<file path="src/rtl/mem_req_adapter.sv">
// Byte-addressed load/store front end for a word-indexed memory.
// One request in flight; sub-word stores are merged by read-modify-write.
module mem_req_adapter #(
  parameter int _W = 32,
  parameter int _D = 1024
) (
  input  logic              clk,
  input  logic              rst_n,
  input  logic              req_valid,
  output logic              req_ready,
  input  logic              req_we,
  input  logic [31:0]       req_addr,
  input  logic [_W-1:0]     req_wdata,
  input  logic [_W/8-1:0]   req_be,
  output logic              resp_valid,
  input  logic              resp_ready,
  output logic [_W-1:0]     resp_rdata,
  output logic              resp_err,
  output logic              mem_read_en,
  output logic [31:0]       mem_read_addr,
  input  logic [_W-1:0]     mem_read_data,
  output logic              mem_write_en,
  output logic [31:0]       mem_write_addr,
  output logic [_W-1:0]     mem_write_data
);
  localparam int BW   = _W / 8;
  localparam int OFFS = $clog2(BW);

  typedef enum logic [2:0] {
    IDLE, RD_ISSUE, RD_CAPTURE, WR_FULL, RMW_READ, RMW_WRITE, RESP
  } state_e;

  typedef struct packed {
    logic [31:0]   widx;
    logic [_W-1:0] wdata;
    logic [BW-1:0] be;
  } req_t;

  state_e        state_q;
  req_t          req_q;
  logic [_W-1:0] rdata_q;
  logic          err_q;

  logic [31:0]   req_widx;
  logic [_W-1:0] merged;
  logic          rd_st, wr_st;

  assign req_widx = req_addr >> OFFS;

  // Read data for the RMW arrives in RMW_WRITE, so the merge is combinational.
  for (genvar b = 0; b < BW; b++) begin : g_merge
    assign merged[8*b +: 8] = req_q.be[b] ? req_q.wdata[8*b +: 8]
                                          : mem_read_data[8*b +: 8];
  end

  always_ff @(posedge clk) begin
    if (!rst_n) begin
      state_q <= IDLE;
      req_q   <= '0;
      rdata_q <= '0;
      err_q   <= 1'b0;
    end else begin
      case (state_q)
        IDLE: if (req_valid) begin
          req_q   <= '{widx: req_widx, wdata: req_wdata, be: req_be};
          rdata_q <= '0;
          err_q   <= 1'b0;
          if (req_widx >= 32'(_D)) begin
            err_q   <= 1'b1;
            state_q <= RESP;
          end else if (!req_we)   state_q <= RD_ISSUE;
          else if (&req_be)       state_q <= WR_FULL;
          else if (~|req_be)      state_q <= RESP;
          else                    state_q <= RMW_READ;
        end
        RD_ISSUE:   state_q <= RD_CAPTURE;
        RD_CAPTURE: begin
          rdata_q <= mem_read_data;
          state_q <= RESP;
        end
        WR_FULL:    state_q <= RESP;
        RMW_READ:   state_q <= RMW_WRITE;
        RMW_WRITE:  state_q <= RESP;
        RESP:       if (resp_ready) state_q <= IDLE;
        default:    state_q <= IDLE;
      endcase
    end
  end

  // Strobes decode from state but are masked while reset is held.
  assign rd_st = rst_n && (state_q == RD_ISSUE || state_q == RMW_READ);
  assign wr_st = rst_n && (state_q == WR_FULL  || state_q == RMW_WRITE);

  assign req_ready      = rst_n && (state_q == IDLE);
  assign resp_valid     = rst_n && (state_q == RESP);
  assign resp_rdata     = rdata_q;
  assign resp_err       = err_q;
  assign mem_read_en    = rd_st;
  assign mem_read_addr  = rd_st ? req_q.widx : 32'd0;
  assign mem_write_en   = wr_st;
  assign mem_write_addr = wr_st ? req_q.widx : 32'd0;
  assign mem_write_data = !wr_st ? '0 :
                          (state_q == RMW_WRITE) ? merged : req_q.wdata;
endmodule

</file>
<file path="config.mk">
export PLATFORM = sky130hd
export DESIGN_NAME = mem_req_adapter
export DESIGN_NICKNAME = d
export VERILOG_FILES = /design/src/rtl/mem_req_adapter.sv
export SDC_FILE = /design/constraint.sdc
export NUM_CORES = 1
export LEC_CHECK = 0
export CAP_MARGIN = 15
export CORE_AREA = 3 3 110 112
export DETAILED_ROUTE_END_ITERATION = 7
export DIE_AREA = 0 0 113 115
export GPL_TIMING_DRIVEN = 0
export PLACE_DENSITY = 0.88
export SLEW_MARGIN = 20
export SYNTH_ARGS = -nofsm -noshare
export SYNTH_HDL_FRONTEND = slang
export SYNTH_SLANG_ARGS = --single-unit
</file>
<file path="constraint.sdc">
create_clock -name clk -period 3.22 [get_ports clk]
set_input_delay 0.966 -clock clk [delete_from_list [all_inputs] [get_ports clk]]
set_output_delay 0.966 -clock clk [all_outputs]
set_load 0.1 [all_outputs]
</file>
# == Word level (Yosys, flattened, before mapping) ==
# Cells that the tools add are included.
# totals
ramBits,0
latch_bits,0
reg_bits,102
mem_bits_ro,0
inputBits,105
mem_count,0
# op_classes
reduce_logical,14
multipliers,0
n_mux,18
addsub,0
eq_ne,8
n_shift,0
magnitude_cmp,1
n_div,0
n_bitwise,0
# ops
operator,count
$mux 32,3
$pmux 32 s2,1
$mux 30,2
$mux 8,4
$ge 30x11->1 const B,1
$mux 3,5
$pmux 3 s5,1
$eq 3x3->1 const B,3
$eq 3x2->1 const B,2
$reduce_and 2->1,3
$logic_and 1x1->1,4
$ne 2x2->1 const B,2
$reduce_and 4->1,1
$reduce_or 4->1,1
$eq 3x1->1 const B,1
$logic_not 3->1,1
$reduce_or 3->1,1
$logic_or 1x1->1,2
$mux 2,1
$reduce_bool 2->1,1
$mux 1,1

# == Longest topological paths before layout ==
# depth
word_depth,7
depth_mapped,6

# == Worst setup path after synthesis ==
# OpenSTA, ideal clock, no wires.
# synth_timing
path_kind,input to output
start,in rst_n
end,out resp_valid
t_arrival_ns,3.268
required_time_ns,2.254
slack_ns,-1.014
cell_stages,3
path_buffers,1
cell_sequence,clkbuf_1 nand2_1 nor3_1
# synth_via
elab_chain_len,1
# synth_lines
item,line,rtl
start: declaration,8,"input logic rst_n,"
$logic_and 1x1->1,95,assign resp_valid = rst_n && (state_q == RESP);
end: declaration,15,"output logic resp_valid,"
# No other way between the ends.

# == Worst setup path after layout ==
# layout_timing
start,in rst_n
end,out mem_read_addr[8]
# layout_via
elab_chain_len,2
# layout_lines
item,line,rtl
$logic_and 1x1->1,91,assign rd_st = rst_n && (state_q == RD_ISSUE || state_q == RMW_READ);
$mux 30,99,assign mem_read_addr = rd_st ? req_q.widx : 32'd0;
end: declaration,20,"output logic [31:0] mem_read_addr,"
# No other way between the ends.

==> results.md <==
* Status: finished, final reports clean
* Max FO, Critical Path at 10
* First-pass GRT wire length at 24700 um
* Final Hold Viols at 0
* H-tree depth at 3
* Yosys warns at 0
* Clock Power Share at 32.7%
* CTS buffer count at 9
* Min Tclk post-route at 3140 ps
* Metal-1 WL at 6640 um
* Mux cell area share after synthesis at 0%
* WP data arrival at 2170 ps
* IO Port Bufs at 231
* Met3 wire len at 877 um
* Site Rows at 39
* Final WS setup at 82.6 ps
* Post-synthesis xor/xnor area fraction at 0.356%
* Initial core utilization at 43.4%
* Number of global-route vias before repair at 4893
* Pre-CTS WS at -1360 ps
* Total power at 0.00349 W
* Fin Setup TNS at 0 ps
* Util after Layout at 69.0%
* Post-synthesis register bit count at 102
* Max Transition Viols Final at 0
* Clock root buffer: clkbuf_16
* # diodes at 0
* Top Layer Used: met4
* Crit. End Element: primary output
* Most frequent cells in the layout: nand2_1 (165), clkdlybuf4s50_1 (134), dfxtp_1 (101)
* Nets at 972
* Switching share of total power at 32.3%
* Internal power at 0.00237 W
* Pleak at 3.02 nW
* Clk buf depth at 2
* Hpwl dp at 12100 um
* Die area at 0.0130 sq mm
* WL final at 15700 um
* Crit start category: input port
* Post-synth cell types at 40
* Largest net degree at the start of global routing at 16
* Worst-margin pin slew at 1020 ps
* Placeable Area at 0.0113 sq mm
* Worst min-delay path class: reg2reg
* Seq/Total Area, Yosys at 41.5%
* Wire length on met2 at 7820 um
* Final Cycle Share at 97.4%
* First DRT Iteration DRCs at 294
* Worst-Skew Late Latency at 340 ps
* Crit Path Category: in2out
* Req. time, crit path at 2250 ps
* Top Ports at 238
* Comb power frac at 27.3%
* Final setup viols at 0
* Area Overhead vs Synth at 58.8%
* Vias/cell at 5.03
* Power Dens Cells at 448 mW/mm^2
* Main combinational cell family by area after synthesis: simple AND/OR/NAND/NOR gates
* Number of post-CTS setup repair buffers at 0
* Peak VDD IR at 0.000257 V
* Drc violations at 0
* Skew final at 4.99 ps
* Sequential Power Share at 40.1%
* Initial antenna violation count at 0
* Simple-gate area share of the yosys netlist at 28.9%
* Gpl congestion at 0.874
* Post-Synthesis Cell Area at 0.00492 sq mm
* GRT Total Usage at 23.4%
* First drt pass iteration count at 5
* Sink Count at 102
* Via Count at 5100
* Most common cell after layout, fill and taps aside: nand2_1
* Syn avg cell area at 7.91 sq um
* Layout cells sized above 1 at 20.7%
* Post-synthesis adder-cell area fraction at 0%
* Switching power at 0.00113 W
* Filler cells at 957
* CTS tree: done
* Relative slew margins at 31.6%
* Max-Cap Viols at 0
* Final ANT Viol Nets at 0
* WL/cell at 15.5 um
* Compound-Gate Fraction of Synth Area at 22.7%
* Die Ht at 115 um
* Post-synthesis cell count at 622
* Clk pin slew, worst setup/hold paths at 70 ps
* Grt total ovfl at 0
* Die Wd at 113 um
* WHS at 453 ps
* Fmax at 0.319 GHz
[Yosys cell counts]
cell type / instances / area (sq um)
inv_1: 2 / 7.51
o21ai_1: 1 / 5.00
nand4_1: 1 / 6.26
conb_1: 1 / 3.75
and2_1: 60 / 375
inv_2: 1 / 3.75
o21ai_0: 35 / 175
nor3_1: 2 / 10.0
nor2_1: 7 / 26.3
or4_4: 1 / 11.3
or4_1: 1 / 7.51
nor3b_4: 1 / 18.8
a21oi_1: 33 / 165
a22o_1: 1 / 8.76
a22oi_1: 32 / 240
o211ai_1: 1 / 7.51
nand3_2: 1 / 10.0
buf_6: 6 / 67.6
dfxtp_1: 102 / 2040
nand3_1: 1 / 5.00
a21boi_1: 40 / 300
and3_1: 1 / 6.26
nand2_1: 165 / 619
buf_2: 12 / 60.1
and4_1: 1 / 8.76
buf_1: 4 / 15.0
nor2_2: 4 / 25.0
nor2b_1: 33 / 206
a21boi_0: 26 / 195
nand3b_4: 1 / 20.0
nor4_1: 5 / 31.3
xnor2_1: 1 / 8.76
clkbuf_1: 19 / 71.3
buf_4: 9 / 67.6
xor2_1: 1 / 8.76
a31oi_1: 2 / 12.5
nor4b_4: 1 / 23.8
clkbuf_2: 4 / 20.0
nand2b_1: 2 / 12.5
o32ai_1: 1 / 8.76
[state kept, by name (all words and copies together), names as in the netlist]
register,flops
resp_rdata,32
resp_err,1
req_q,66
state_q,3
[power groups by stage]
stage	combinational [W]	sequential [W]	clock [W]
6_report	0.000952	0.00140	0.00114
5_1_grt	0.00102	0.00141	0.00121
4_1_cts	0.000954	0.00140	0.00116
3_5_place_dp	0.000942	0.00143	0
3_3_place_gp	0.000932	0.00142	0
2_1_floorplan	0.000453	0.00160	0
[per-layer routing]
metal  up-vias  track usage, %
met5         -               0
met4         0            7.53
met3        21            3.79
met2       149            40.2
met1      2373            30.1
li1       2557               -
[area by class of cell]
cell class                      count  area (sq um)  area share, %
Multi-Input combinational cell    466          2650           34.0
Timing Repair Buffer              231          2300           29.5
Sequential cell                   102          2040           26.2
Buffer                             54           314           4.02
Clock buffer                       11           233           2.98
Tap cell                          143           179           2.29
Clock inverter                      4          72.6          0.929
Inverter                            3          11.3          0.144
[critical path: stages]
cell and delay (ps):
clkdlybuf4s15_2 240, nand2b_1 150, nor2_4 190, clkbuf_4 220, and2_1 180, buf_8 210
[kinds of logic (layout without fill, tap and decap cells)]
family                    Yosys count  count (layout)
and+or+nand+nor                   288             288
AOI/OAI and AO/OA                 172             172
DFF                               102             102
buffers and inverters              57             303
xor gates and xnor gates            2               2
other                               1               4
[stage by stage]
stage / instance area [sq um] / instances
after floorplan: 4970 / 625
after global placement: 7460 / 999
after detailed placement: 7460 / 999
after CTS: 7790 / 1014
after global routing: 7810 / 1014
final: 7810 / 1014
[worst paths after layout]
| path | start | end | slack, ps | cells past startpoint |
|---|---|---|---|---|
| max reg2reg | state_q[1]$_SDFFE_PN0P_ | resp_rdata[4]$_SDFFE_PN0P_ | 1490 | 6 |
| max | rst_n | mem_read_addr[8] | 80 | 6 |
| min | req_q[27]$_SDFFE_PN0P_ | req_q[27]$_SDFFE_PN0P_ | 450 | 2 |
| min reg2reg | req_q[27]$_SDFFE_PN0P_ | req_q[27]$_SDFFE_PN0P_ | 450 | 2 |
[timing repair]
item | in CTS | in global routing
cloned | 0 | 0
hold buffers | 0 | 0
endpoints found under the setup margin | 96 | 40
resized for setup | 644 | 11
(Power assumes the default switching activity.)
